[config.mk]
export PLATFORM = sky130hd
export DESIGN_NAME = traffic_phase_timer_flat
export DESIGN_NICKNAME = d
export VERILOG_FILES = /design/src/rtl/traffic_pkg.sv /design/src/rtl/traffic_phase_timer_if.sv /design/src/rtl/dwell_counter.sv /design/src/rtl/traffic_phase_timer.sv /design/src/flat_wrapper.sv
export SDC_FILE = /design/constraint.sdc
export NUM_CORES = 1
export LEC_CHECK = 0
export BUFFER_PORTS_ARGS = -buffer_cell sky130_fd_sc_hd__buf_2
export CORE_ASPECT_RATIO = 0.6
export CORE_UTILIZATION = 35
export DETAILED_ROUTE_END_ITERATION = 10
export HOLD_SLACK_MARGIN = 0.15
export REMOVE_ABC_BUFFERS = 1
export SLEW_MARGIN = 5
export SYNTH_ARGS = -nofsm -noshare
export SYNTH_HDL_FRONTEND = slang
export SYNTH_HIERARCHICAL = 1
export SYNTH_SLANG_ARGS = --single-unit
[constraint.sdc]
create_clock -name clk -period 3.9 [get_ports clk]
set_clock_uncertainty 0.05 [all_clocks]
set_input_delay 0.585 -clock clk [delete_from_list [all_inputs] [get_ports clk]]
set_output_delay 0.585 -clock clk [all_outputs]
set_load 0.05 [all_outputs]
[src/rtl/traffic_pkg.sv]
// Shared definitions for the traffic light timer and controller: one-hot light
// encodings, timer FSM states and the legal phase successor function.
package traffic_pkg;

  localparam logic [2:0] LIGHT_RED    = 3'b001;
  localparam logic [2:0] LIGHT_GREEN  = 3'b010;
  localparam logic [2:0] LIGHT_YELLOW = 3'b100;

  typedef enum logic [1:0] {
    TIMING    = 2'd0,
    WAIT_STEP = 2'd1,
    FAULT     = 2'd2
  } tmr_state_e;

  // Only red->green->yellow->red is legal; anything else yields 000 (never matches).
  function automatic logic [2:0] light_next(input logic [2:0] cur);
    logic [2:0] nxt;
    case (cur)
      LIGHT_RED:    nxt = LIGHT_GREEN;
      LIGHT_GREEN:  nxt = LIGHT_YELLOW;
      LIGHT_YELLOW: nxt = LIGHT_RED;
      default:      nxt = 3'b000;
    endcase
    return nxt;
  endfunction

endpackage

[src/rtl/traffic_phase_timer_if.sv]
// Signal bundle between the phase timer (slave) and the controller side (master).
// The hold signal exists only when TRAFFIC_TIMER_HOLD_EN is defined.
interface traffic_phase_timer_if #(
  parameter int CNT_W = 8
) ();
  logic [2:0]       light_state;
  logic             ped_req;
`ifdef TRAFFIC_TIMER_HOLD_EN
  logic             hold;
`endif
  logic             advance;
  logic             ped_ack;
  logic             ped_walk;
  logic [CNT_W-1:0] remaining;
  logic             fault;

`ifdef TRAFFIC_TIMER_HOLD_EN
  modport master (output light_state, ped_req, hold,
                  input  advance, ped_ack, ped_walk, remaining, fault);
  modport slave  (input  light_state, ped_req, hold,
                  output advance, ped_ack, ped_walk, remaining, fault);
`else
  modport master (output light_state, ped_req,
                  input  advance, ped_ack, ped_walk, remaining, fault);
  modport slave  (input  light_state, ped_req,
                  output advance, ped_ack, ped_walk, remaining, fault);
`endif
endinterface

[src/rtl/dwell_counter.sv]
// Loadable saturating down-counter: load wins over decrement, decrement stops at zero.
module dwell_counter #(
  parameter int               CNT_W   = 8,
  parameter logic [CNT_W-1:0] RST_VAL = '0
) (
  input  logic             clk,
  input  logic             rst_n,
  input  logic             load_i,
  input  logic [CNT_W-1:0] load_val_i,
  input  logic             dec_i,
  output logic [CNT_W-1:0] cnt_o,
  output logic             zero_o
);
  logic [CNT_W-1:0] cnt_q;
  logic [CNT_W-1:0] cnt_d;

  // Next count: load, saturating decrement, or hold
  always_comb begin
    cnt_d = cnt_q;
    if (load_i) begin
      cnt_d = load_val_i;
    end else if (dec_i && (cnt_q != {CNT_W{1'b0}})) begin
      cnt_d = cnt_q - {{(CNT_W-1){1'b0}}, 1'b1};
    end else begin
      cnt_d = cnt_q;
    end
  end

  // Counter register
  always_ff @(posedge clk or negedge rst_n) begin
    if (!rst_n) begin
      cnt_q <= RST_VAL;
    end else begin
      cnt_q <= cnt_d;
    end
  end

  assign cnt_o  = cnt_q;
  assign zero_o = (cnt_q == {CNT_W{1'b0}});
endmodule

[src/rtl/traffic_phase_timer.sv]
// Phase dwell timer ahead of the traffic light controller: strobes advance when a
// phase expires, extends red for pedestrians, latches a sticky fault on bad input.
// Optional TRAFFIC_TIMER_HOLD_EN adds a hold input that freezes the countdown.
module traffic_phase_timer
  import traffic_pkg::*;
#(
  parameter int RED_CYCLES       = 8,
  parameter int GREEN_CYCLES     = 12,
  parameter int YELLOW_CYCLES    = 3,
  parameter int PED_EXTRA_CYCLES = 6,
  parameter int CNT_W            = 8
) (
  input  logic                 clk,
  input  logic                 rst_n,
  traffic_phase_timer_if.slave bus
);
  localparam logic [CNT_W-1:0] RED_LD     = CNT_W'(RED_CYCLES - 1);
  localparam logic [CNT_W-1:0] RED_PED_LD = CNT_W'(RED_CYCLES + PED_EXTRA_CYCLES - 1);
  localparam logic [CNT_W-1:0] GREEN_LD   = CNT_W'(GREEN_CYCLES - 1);
  localparam logic [CNT_W-1:0] YELLOW_LD  = CNT_W'(YELLOW_CYCLES - 1);

  tmr_state_e       state_q, state_d;
  logic [2:0]       prev_q, prev_d;
  logic             advance_q, advance_d;
  logic             ped_ack_q, ped_ack_d;
  logic             ped_walk_q, ped_walk_d;
  logic             ped_pending_q, ped_pending_d;
  logic             fault_q, fault_d;
  logic [CNT_W-1:0] cnt_s, load_val_s;
  logic             load_s, dec_s, zero_s, hold_s, entry_s;
  logic             change_s, onehot_s, legal_s;

`ifdef TRAFFIC_TIMER_HOLD_EN
  assign hold_s = bus.hold;
`else
  assign hold_s = 1'b0;
`endif

  assign change_s = (bus.light_state != prev_q);
  assign onehot_s = $onehot(bus.light_state);
  assign legal_s  = (light_next(prev_q) == bus.light_state);
  assign load_s   = entry_s;

  // Next state; a legal change is only accepted once the dwell has run out
  always_comb begin
    state_d = state_q;
    entry_s = 1'b0;
    case (state_q)
      TIMING, WAIT_STEP: begin
        if (!onehot_s) begin
          state_d = FAULT;
        end else if (change_s) begin
          if (!legal_s || ((state_q == TIMING) && !zero_s)) begin
            state_d = FAULT;
          end else begin
            state_d = TIMING;
            entry_s = 1'b1;
          end
        end else if ((state_q == TIMING) && zero_s && !hold_s) begin
          state_d = WAIT_STEP;
        end else begin
          state_d = state_q;
        end
      end
      FAULT:   state_d = FAULT;
      default: state_d = FAULT;
    endcase
  end

  // Output and datapath decode
  always_comb begin
    prev_d        = entry_s ? bus.light_state : prev_q;
    advance_d     = (state_q == TIMING) && (state_d == WAIT_STEP);
    fault_d       = (state_d == FAULT);
    ped_ack_d     = 1'b0;
    ped_pending_d = ped_pending_q;
    ped_walk_d    = ped_walk_q;
    dec_s         = (state_q == TIMING) && (state_d == TIMING) && !entry_s && !hold_s;
    case (bus.light_state)
      LIGHT_RED:    load_val_s = ped_pending_q ? RED_PED_LD : RED_LD;
      LIGHT_GREEN:  load_val_s = GREEN_LD;
      LIGHT_YELLOW: load_val_s = YELLOW_LD;
      default:      load_val_s = {CNT_W{1'b0}};
    endcase
    if (state_d == FAULT) begin
      ped_walk_d = 1'b0;
    end else if (entry_s && (bus.light_state == LIGHT_RED)) begin
      ped_walk_d    = ped_pending_q;
      ped_pending_d = 1'b0;
    end else if (entry_s && (bus.light_state == LIGHT_GREEN)) begin
      ped_walk_d = 1'b0;
    end else begin
      ped_walk_d = ped_walk_q;
    end
    // Uses the pending value from before this edge, so a press on red entry waits a cycle
    if ((state_d != FAULT) && bus.ped_req && !ped_pending_q) begin
      ped_pending_d = 1'b1;
      ped_ack_d     = 1'b1;
    end else begin
      ped_ack_d = 1'b0;
    end
  end

  // FSM state register
  always_ff @(posedge clk or negedge rst_n) begin
    if (!rst_n) begin
      state_q <= TIMING;
      prev_q  <= LIGHT_RED;
    end else begin
      state_q <= state_d;
      prev_q  <= prev_d;
    end
  end

  // Registered outputs and pedestrian latch
  always_ff @(posedge clk or negedge rst_n) begin
    if (!rst_n) begin
      advance_q     <= 1'b0;
      ped_ack_q     <= 1'b0;
      ped_walk_q    <= 1'b0;
      ped_pending_q <= 1'b0;
      fault_q       <= 1'b0;
    end else begin
      advance_q     <= advance_d;
      ped_ack_q     <= ped_ack_d;
      ped_walk_q    <= ped_walk_d;
      ped_pending_q <= ped_pending_d;
      fault_q       <= fault_d;
    end
  end

  dwell_counter #(
    .CNT_W   (CNT_W),
    .RST_VAL (RED_LD)
  ) u_dwell_counter (
    .clk        (clk),
    .rst_n      (rst_n),
    .load_i     (load_s),
    .load_val_i (load_val_s),
    .dec_i      (dec_s),
    .cnt_o      (cnt_s),
    .zero_o     (zero_s)
  );

  assign bus.advance   = advance_q;
  assign bus.ped_ack   = ped_ack_q;
  assign bus.ped_walk  = ped_walk_q;
  assign bus.remaining = cnt_s;
  assign bus.fault     = fault_q;
endmodule
[src/flat_wrapper.sv]
// flat-port wrapper written by rule: the top's interface ports become plain ports
module traffic_phase_timer_flat import traffic_pkg::*;
#(
  parameter int RED_CYCLES       = 8,
  parameter int GREEN_CYCLES     = 12,
  parameter int YELLOW_CYCLES    = 3,
  parameter int PED_EXTRA_CYCLES = 6,
  parameter int CNT_W            = 8
)
  (clk, rst_n, bus_light_state, bus_ped_req, bus_advance, bus_ped_ack, bus_ped_walk, bus_remaining, bus_fault);
  traffic_phase_timer_if #(.CNT_W(CNT_W)) bus_i ();
  input  logic clk;
  input  logic rst_n;
  input wire logic [$bits(bus_i.light_state)-1:0] bus_light_state;
  input wire logic [$bits(bus_i.ped_req)-1:0] bus_ped_req;
  output wire logic [$bits(bus_i.advance)-1:0] bus_advance;
  output wire logic [$bits(bus_i.ped_ack)-1:0] bus_ped_ack;
  output wire logic [$bits(bus_i.ped_walk)-1:0] bus_ped_walk;
  output wire logic [$bits(bus_i.remaining)-1:0] bus_remaining;
  output wire logic [$bits(bus_i.fault)-1:0] bus_fault;
  assign bus_i.light_state = bus_light_state;
  assign bus_i.ped_req = bus_ped_req;
  assign bus_advance = bus_i.advance;
  assign bus_ped_ack = bus_i.ped_ack;
  assign bus_ped_walk = bus_i.ped_walk;
  assign bus_remaining = bus_i.remaining;
  assign bus_fault = bus_i.fault;
  traffic_phase_timer #(.RED_CYCLES(RED_CYCLES), .GREEN_CYCLES(GREEN_CYCLES), .YELLOW_CYCLES(YELLOW_CYCLES), .PED_EXTRA_CYCLES(PED_EXTRA_CYCLES), .CNT_W(CNT_W)) u_core (.clk(clk), .rst_n(rst_n), .bus(bus_i));
endmodule
* Word level (Yosys, flattened, before mapping)
Index checks and enable logic that the tools add are counted.
W data, S select, Z words.
** Cells by class
- Add/subtract/negate cells :: 3
- Eq/ne operators :: 14
- Reductions and logical operators :: 24
- Mux-type cells :: 21
- Bitwise gates (word level) :: 0
- Multiply operators :: 0
- Div/mod/pow operators :: 0
- Shift-type cells :: 0
- Magnitude comparators :: 0
** Operators with widths (count)
- $pmux W8 S3 :: 1
- $mux W8 :: 2
- $mux W1 :: 11
- $logic_and A1 B1 Y1 :: 10
- $mux W2 :: 5
- $pmux W3 S3 :: 1
- $logic_not A8 Y1 :: 1
- $reduce_bool A8 Y1 :: 1
- $sub A8 B1 Y8 const B :: 1
- $eq A2 B1 Y1 const B :: 3
- $eq A3 B1 Y1 const B :: 2
- $eq A3 B2 Y1 const B :: 2
- $eq A3 B3 Y1 const B :: 2
- $logic_not A1 Y1 :: 4
- $logic_not A2 Y1 :: 2
- $mux W4 :: 1
- $ne A2 B2 Y1 const B :: 2
- $reduce_bool A2 Y1 :: 2
- $eq A3 B3 Y1 :: 1
- $ne A3 B3 Y1 :: 1
- $reduce_bool A3 Y1 :: 1
- $add A1 B1 Y2 :: 1
- $add A2 B1 Y2 :: 1
- $eq A2 B2 Y1 const B :: 1
- 3 further kinds :: 3
** Storage, ports and cells
- RAM bits :: 0
- Output and inout port bits :: 12
- Memory bits (read-only) :: 0
- Memories kept :: 0
- Latch bits :: 0
- Logic and storage cells :: 70
- Register bits :: 18
- Bits of input ports :: 6

* Longest topological paths before layout
Gate-level depths: netlist of the first run.
- Depth after elaboration :: 15
- Mapped depth :: 12
- Gate-level depth less buffers :: 11

* By module
The synthesis of the first run kept the hierarchy.
** By module, submodules not included
- traffic_phase_timer :: sequential area each 251.5 µm², instances 1, cells each 65, area an instance 668.1 µm²
- dwell_counter :: sequential area each 203.9 µm², instances 1, cells each 58, area an instance 531.8 µm²

* Worst setup path before layout of the first run
OpenSTA, ideal clock, no wires.
- Kind :: in2reg
- Start point :: input bus_light_state[0]
- End point :: register u_core.u_dwell_counter.cnt_q[7], in the netlist u_core/u_dwell_counter/cnt_o[7]
- Path slack :: 355 ps
- Path buffers :: 1
- Setup time :: 126 ps
- Data required time :: 3724 ps
- Data arrival time :: 3369 ps
- Stages on the path :: 8
- Cells stage by stage :: buf_2 inv_1 fa_1 or3b_2 nor4_1 or3b_1 o311a_1 a221o_1
** On the way
- Word-level cells in the longest chain between the ends :: 12
- Elaborated cells between the ends (all ways) :: 22
- Those cells by class :: add/sub (2); eq/ne (3); mux (9); reduce/logical (8)
** Ends and longest elaborated chain
- from (decl) :: line flat_wrapper.sv:14 : input wire logic [$bits(bus_i.light_state)-1:0] bus_light_state;
- parallel branches: the longest is 9 deep, another holds $add A1 B1 Y2
- $logic_and A1 B1 Y1 * :: line traffic_phase_timer.sv:78 : dec_s = (state_q == TIMING) && (state_d == TIMING) && !entry_s && !hold_s;
- via u_core.dec_s :: line traffic_phase_timer.sv:30 : logic load_s, dec_s, zero_s, hold_s, entry_s;
- $logic_and A1 B1 Y1 * :: line dwell_counter.sv:22 : end else if (dec_i && (cnt_q != {CNT_W{1'b0}})) begin
- $reduce_bool A2 Y1 (no source line) *
- to (signal assigned) :: line dwell_counter.sv:34 : cnt_q <= cnt_d;
- to (decl) :: line dwell_counter.sv:14 : logic [CNT_W-1:0] cnt_q;
Mark *: on every way through the listed nets, which the timed path passes.
A chain may end at the register's enable or synchronous reset.

* Worst setup path after layout of the first run
- Start point :: register u_core.u_dwell_counter.cnt_q[0], in the netlist u_core/u_dwell_counter/cnt_o[0]
- End point :: register u_core.u_dwell_counter.cnt_q[7], in the netlist u_core/u_dwell_counter/cnt_o[7]
** On the way
- Elaborated cells between the ends (all ways) :: 24
- Those cells by class :: add/sub (1); mux (11); reduce/logical (12)
** RTL lines
- $logic_not A8 Y1 * :: line dwell_counter.sv:39 : assign zero_o = (cnt_q == {CNT_W{1'b0}});
- via u_core.zero_s :: line traffic_phase_timer.sv:30
- $logic_not A1 Y1 * :: line traffic_phase_timer.sv:53 : if (!legal_s || ((state_q == TIMING) && !zero_s)) begin
- $logic_and A1 B1 Y1 * :: line traffic_phase_timer.sv:53
- $logic_or A1 B1 Y1 * :: line traffic_phase_timer.sv:53
- $mux W1 * :: line traffic_phase_timer.sv:53
- $mux W1 * :: line traffic_phase_timer.sv:52 : end else if (change_s) begin
- $mux W1 * :: line traffic_phase_timer.sv:50 : if (!onehot_s) begin
- $mux W1 * :: line traffic_phase_timer.sv:48 : case (state_q)
- via u_core.entry_s :: line traffic_phase_timer.sv:30
- $logic_not A1 Y1 :: line traffic_phase_timer.sv:78
- $logic_and A1 B1 Y1 :: line traffic_phase_timer.sv:78
- $logic_and A1 B1 Y1 :: line dwell_counter.sv:22
- $reduce_bool A2 Y1 (no source line)
Mark *: on every way through the listed nets, which the timed path passes. The rest lies on a longest branch. The select of a mux whose other input is x is not followed.

==> metrics.txt, run 1 <==
first-pass GRT wire length 4.229 mm; post-synthesis adder-cell area fraction 3.754%; Slew headroom 54.44%; CP Buf/Inv Count 3; CTS tree yes; Final Max Tran Viols 0; post-synthesis mux area share 4.588%; Post-Synth Simple-Gate Area 26.80%; Synth Area in Compound Gates between 10% and 20%; Crit Path Class reg -> reg; initial antenna violation count 0; residual DRC count 0; most common cell after layout, fill and taps aside buf_2; vias in the first global route 863; post_cts resized 0; Layout Nets 154; vias per inst 5.265; # rows 16; flops & latches, synth 18; Tot GR Track Use 15.68%; Synth Cell Area 1200 µm²; Max-Cap Viols 0; Finished Layout Cells 189; Min-Delay Path Class in -> async; syn_area_per_cell around 9.8 µm²; Critical Path Fanout Max 14; fmax 300.7 MHz; critical-path cell list inv_1 -> ha_1 -> or3b_2 -> nor2_1 -> nor3_1 -> a211oi_4 -> nand3_4 -> inv_2 -> clkinv_1 -> o311a_1 -> a221o_1; status completed; Final setup viols 0; total grt overflow 0; Die Wd 77.59 µm; sequential share of the synthesized area 37.96%; Area contributors post-synth dfrtp_1, dfstp_2, mux2_4, xnor2_1, a21oi_1; Die H 47.36 µm; Final GP Congestion 0.8824; DR pass1 iterations 4; CTS Sinks 18; Crit path max-delay family simple AND/OR/NAND/NOR gates; clock root buffer clkbuf_8; Clock transition at path regs 0.07 ns; placed insts 185; Critical Path RT between 3 and 4 ns; core box area 3263 µm²; cell taking the most area after synthesis dfrtp_1; PortBufs 17; Antenna Nets Post-Route 0; CTS H-tree depth 1; crit-path max cell delay 0.49 ns; Routed WL per cell 14.22 µm; CP max-delay cell or3b_2; Longest Clk Path Bufs 2; hold buffers post-CTS 0; via count 995; # IOs 18; Area Overhead vs Synth 15.85%; Clk Latency, worst-skew pair approximately 0.26 ns; initial DRC count 92; yosys warns 6; combinational family with the most area after synthesis simple AND/OR/NAND/NOR gates; TNS Setup 0 ns; P_leak ~0.63 nW; hpwl dp 1.955 mm; kind of start point of the critical path flip-flop; Synth Instances roughly 120; Die Area 3674 µm²; Post-CTS Setup Bufs 0; most frequent cells in the layout buf_2, dfrtp_1, nor2_1, a21oi_1; Worst Setup End Kind flip-flop; number of synthesized flops with an enable pin 0; ratio of cells with drive above 1 in the final layout 26.39%; Post-Synth XOR/XNOR Area 3.650%; Worst Path Arrival about 3.4 ns; Starting Density a little under two fifths; share of flip-flops with an asynchronous set or reset 100.0%; Most used DFF post-synth dfrtp_1; Max IR drop VDD 0.0001863 V; RSZ-0062 raised after global routing false; Unique masters post-synth 48; Ant. Diodes 0; Num CTS Buffers 3; Tcrit/Tclk final 85.27%; Least-Margin Pin Slew 0.6771 ns; Layout fillers between 300 and 400; PD cells around 340 nW/µm²; Tmin final 3.325 ns; top cell type's share of synthesized area 29.20%; final WL 2.688 mm; Final Hold Vio Count 0; largest net degree at the start of global routing 19
## cell usage after synthesis, types with 2 or more instances
library cell / number
a21oi_1: 8
a221o_1: 2
a31oi_1: 3
and4bb_1: 2
buf_2: 2
dfrtp_1: 14
dfstp_2: 4
ha_1: 2
inv_1: 6
mux2_4: 3
nand2_1: 6
nand3_1: 6
nand4_1: 2
nor2_1: 9
nor3_1: 5
nor3b_1: 4
nor4_1: 3
o21ai_0: 4
o21ai_1: 2
or3b_2: 2
or4_1: 3
xnor2_1: 5
## sequential cells by signal, indices dropped and copies added (netlist names)
signal,count
u_core/bus.fault,1
u_core/state_q,2
u_core/bus.ped_walk,1
u_core/bus.advance,1
u_core/u_dwell_counter/cnt_o,8
u_core/bus.ped_ack,1
u_core/prev_q,3
u_core/ped_pending_q,1
## routing by layer
layer / GRT usage [%] / up-vias / wire length (µm)
met1: 24.23 / 457 / 1425
met4: 3.774 / 0 / 14
met5: 0 / - / 0
met2: 20.53 / 39 / 1034
li1: - / 497 / -
met3: 4.854 / 2 / 213
## worst reg2reg max path: cells and delay by family, from the launching register on
family | cells | cell delay [ns]
fa+ha+maj | 1 | 0.21
compound gates | 3 | 0.89
flops | 1 | 0.40
buf+inv | 3 | 0.64
simple gates | 4 | 1.02
## path summary, 6_finish.rpt
| kind | endpoint | slack [ns] | cells after the start | from |
|---|---|---|---|---|
| min in group clk | u_core/bus.advance | 0.49 | 1 | u_core/state_q[0] |
| setup reg to reg | u_core/u_dwell_counter/cnt_o[7] | 0.57 | 11 | u_core/u_dwell_counter/cnt_o[0] |
| hold / removal | u_core/u_dwell_counter/cnt_o[4] | 0.20 | 1 | rst_n |
| max in group asynchronous | u_core/prev_q[0] | 3.28 | 1 | rst_n |
| hold reg to reg | u_core/bus.advance | 0.49 | 1 | u_core/state_q[0] |
| setup / recovery | u_core/u_dwell_counter/cnt_o[7] | 0.57 | 11 | u_core/u_dwell_counter/cnt_o[0] |
## layout make-up
cell class	instances	area (µm²)	area share (%)
Inverter	8	30.03	2.160
Multi-Input combinational cell	96	700.7	50.41
Clock buffer	4	55.05	3.960
Tap cell	45	56.30	4.050
Timing Repair Buffer	18	92.59	6.661
Sequential cell	18	455.4	32.76
## through the flow
stage	hold WS, ns	power, mW	util, %	instance area (µm²)	setup slack (ns)
detailed placement	0.4606	0.3151	40.91	1335	0.4783
finish	0.1999	0.4684	42.60	1390	0.5745
global placement	0.4577	0.3152	40.91	1335	0.5566
CTS	0.2091	0.4739	42.60	1390	0.6481
global route	0.2279	0.4902	42.60	1390	0.4500
floorplan	0.2394	0.2865	-	1186	0.5229
## report_power, final
group          switching (mW)  internal (mW)  total [mW]  leakage [nW]
Sequential             0.0109          0.200       0.211         0.227
Clock                  0.0652         0.0898       0.155        0.0288
Combinational          0.0709         0.0318       0.103         0.371
Total                   0.147          0.321       0.468         0.626
## cell families (layout without fill, tap and decap cells)
logic type	Yosys count	after routing
fa+ha+maj	3	3
flops	18	18
buf+inv	12	30
mux	4	4
xor+xnor	5	5
compound gates	30	30
other cells	1	4
simple gates	50	50
No activity file was read; power rests on OpenSTA's default activity.
==> run 2, diff against run 1 <==
--- a/config.mk
+++ b/config.mk
@@ -7,9 +7,10 @@
 export LEC_CHECK = 0
 export BUFFER_PORTS_ARGS = -buffer_cell sky130_fd_sc_hd__buf_2
 export CORE_ASPECT_RATIO = 0.6
-export CORE_UTILIZATION = 35
+export CORE_UTILIZATION = 55
 export DETAILED_ROUTE_END_ITERATION = 10
 export HOLD_SLACK_MARGIN = 0.15
+export PLACE_DENSITY = 0.77
 export REMOVE_ABC_BUFFERS = 1
 export SLEW_MARGIN = 5
 export SYNTH_ARGS = -nofsm -noshare
==> run 2 against run 1 <==
- largest cell class unchanged
- combinational power is essentially flat
- sequential power is essentially flat
- critical path depth is the same
==> metrics.txt, run 2 (synthesis gave the netlist of run 1 again) <==
status completed (unchanged); Die H 38.18 µm (was 47.36 µm); final WL 2.818 mm (was 2.688 mm); Min-Delay Path Class in -> async (unchanged); most frequent cells in the layout buf_2, dfrtp_1, nor2_1, a21oi_1 (unchanged); initial antenna violation count 0 (unchanged); Worst Setup End Kind flip-flop (unchanged); Worst Path Arrival 3.52 ns (was 3.42 ns); CTS Sinks 18 (unchanged); largest net degree at the start of global routing 19 (unchanged); WL met3 262 µm (was 213 µm); Die Wd 62.30 µm (was 77.59 µm); kind of start point of the critical path flip-flop (unchanged); Layout fillers 153 (was 336); Top Metal Used met4 (unchanged); Antenna Nets Post-Route 0 (unchanged); CTS H-tree depth 1 (unchanged); Least-Margin Pin Slew 0.6839 ns (was 0.6771 ns); # IOs 18 (unchanged); core box area 1952 µm² (was 3263 µm²); Ant. Diodes 0 (unchanged); Tot GR Track Use 27.78% (was 15.68%); FF+latch area 455.4 µm² (unchanged); via count 1085 (was 995); initial DRC count 99 (was 92); Final Max Tran Viols 0 (unchanged); placed insts 168 (was 185); footprint of the multi-input gates 700.7 µm² (unchanged); Critical Path Fanout Max 14 (unchanged); Slew headroom 53.99% (was 54.44%); Routed WL per cell 16.38 µm (was 14.22 µm); vias in the first global route 934 (was 863); # rows 12 (was 16); Area after DPL 1314 µm² (was 1335 µm²); hold buffers post-CTS 0 (unchanged); metal2 WL 1.186 mm (was 1.034 mm); RSZ-0062 raised after global routing false (unchanged); Starting Density 61.47% (was 36.77%); fmax 295.1 MHz (was 300.7 MHz); Tmin final 3.388 ns (was 3.325 ns); Finished Layout Cells 172 (was 189); post-route cell area 1350 µm² (was 1390 µm²); P_leak 0.6187 nW (was 0.6264 nW); vias per inst 6.308 (was 5.265); clock root buffer clkbuf_4 (was clkbuf_8); Layout Nets 154 (unchanged); most common cell after layout, fill and taps aside buf_2 (unchanged); PD cells 319.3 nW/µm² (was 337.0 nW/µm²); Max IR drop VDD 0.0002117 V (was 0.0001863 V); Final setup viols 0 (unchanged); TNS Setup 0 ns (unchanged); Tcrit/Tclk final 86.88% (was 85.27%); PortBufs 17 (unchanged); Clock transition at path regs 0.11 ns (was 0.07 ns); Clk Latency, worst-skew pair 0.30 ns (was 0.26 ns); Final Hold Vio Count 0 (unchanged); Longest Clk Path Bufs 2 (unchanged); Final GP Congestion 0.8776 (was 0.8824); hpwl dp 2.098 mm (was 1.955 mm); DR pass1 iterations 4 (unchanged); Post-CTS Setup Bufs 0 (unchanged); Crit Path Class reg -> reg (unchanged); total grt overflow 0 (unchanged); residual DRC count 0 (unchanged); Critical Path RT 4.03 ns (was 3.99 ns); Die Area 2379 µm² (was 3674 µm²); CTS tree yes (unchanged); Area Overhead vs Synth 12.51% (was 15.85%); post_cts resized 0 (unchanged); first-pass GRT wire length 4.767 mm (was 4.229 mm); Num CTS Buffers 3 (unchanged); ratio of cells with drive above 1 in the final layout 26.39% (unchanged); Largest register FFs 8 (unchanged); Max-Cap Viols 0 (unchanged); Tot Pwr 0.4311 mW (was 0.4684 mW); Metal-1 WL 1.341 mm (was 1.425 mm); worst hold slack 0.1454 ns (was 0.1999 ns)
==> run 2: changes by cell type in the layout (fill, tap and decap cells not counted) <==
cell / previous run / this run
clkbuf_8: 4 / 1
clkbuf_4: 0 / 3
==> run 2: worst max-delay path, cell delays in order, from the launching register on <==
cell	delay, ns
dfstp_2	0.40
inv_1	0.10
ha_1	0.21
or3b_2	0.49
nor2_1	0.27
nor3_1	0.13
a211oi_4	0.42
nand3_4	0.17
inv_2	0.23
clkinv_1	0.32
o311a_1	0.22
a221o_1	0.26
==> run 2: layout make-up <==
class / instances / area share [%]
clock buffers: 4 / 2.688
well taps: 28 / 2.595
flip-flops and latches: 18 / 33.74
inverters: 8 / 2.224
repair buffers: 18 / 6.858
multi-input cells: 96 / 51.90
==> run 2: through the flow <==
step	setup WS [ns]	utilization [%]
after floorplan	0.5229	-
after global placement	0.5567	67.31
after detailed placement	0.4953	67.31
after CTS	0.5720	69.17
after global routing	0.3172	69.17
final	0.5115	69.17
==> run 2: path summary, 6_finish.rpt <==
kind,startpoint,end,slack (ns),depth (start not counted)
setup / recovery,u_core/u_dwell_counter/cnt_o[0],u_core/u_dwell_counter/cnt_o[7],0.51,11
hold / removal,rst_n,u_core/prev_q[1],0.15,1
setup reg to reg,u_core/u_dwell_counter/cnt_o[0],u_core/u_dwell_counter/cnt_o[7],0.51,11
hold reg to reg,u_core/state_q[0],u_core/bus.advance,0.48,1
max in group asynchronous,rst_n,u_core/u_dwell_counter/cnt_o[1],3.32,1
min in group clk,u_core/state_q[0],u_core/bus.advance,0.48,1
==> run 2: per-layer routing <==
metal	GRT usage (%)	up-vias
met5	0	-
met4	5.233	0
met3	7.143	4
met2	40.66	60
met1	41.48	526
li1	-	495
==> run 2: report_power, final <==
group          total (mW)  internal (mW)  switching (mW)
sequential          0.210          0.200          0.0103
combinational       0.104         0.0318          0.0725
clock               0.117         0.0569          0.0599
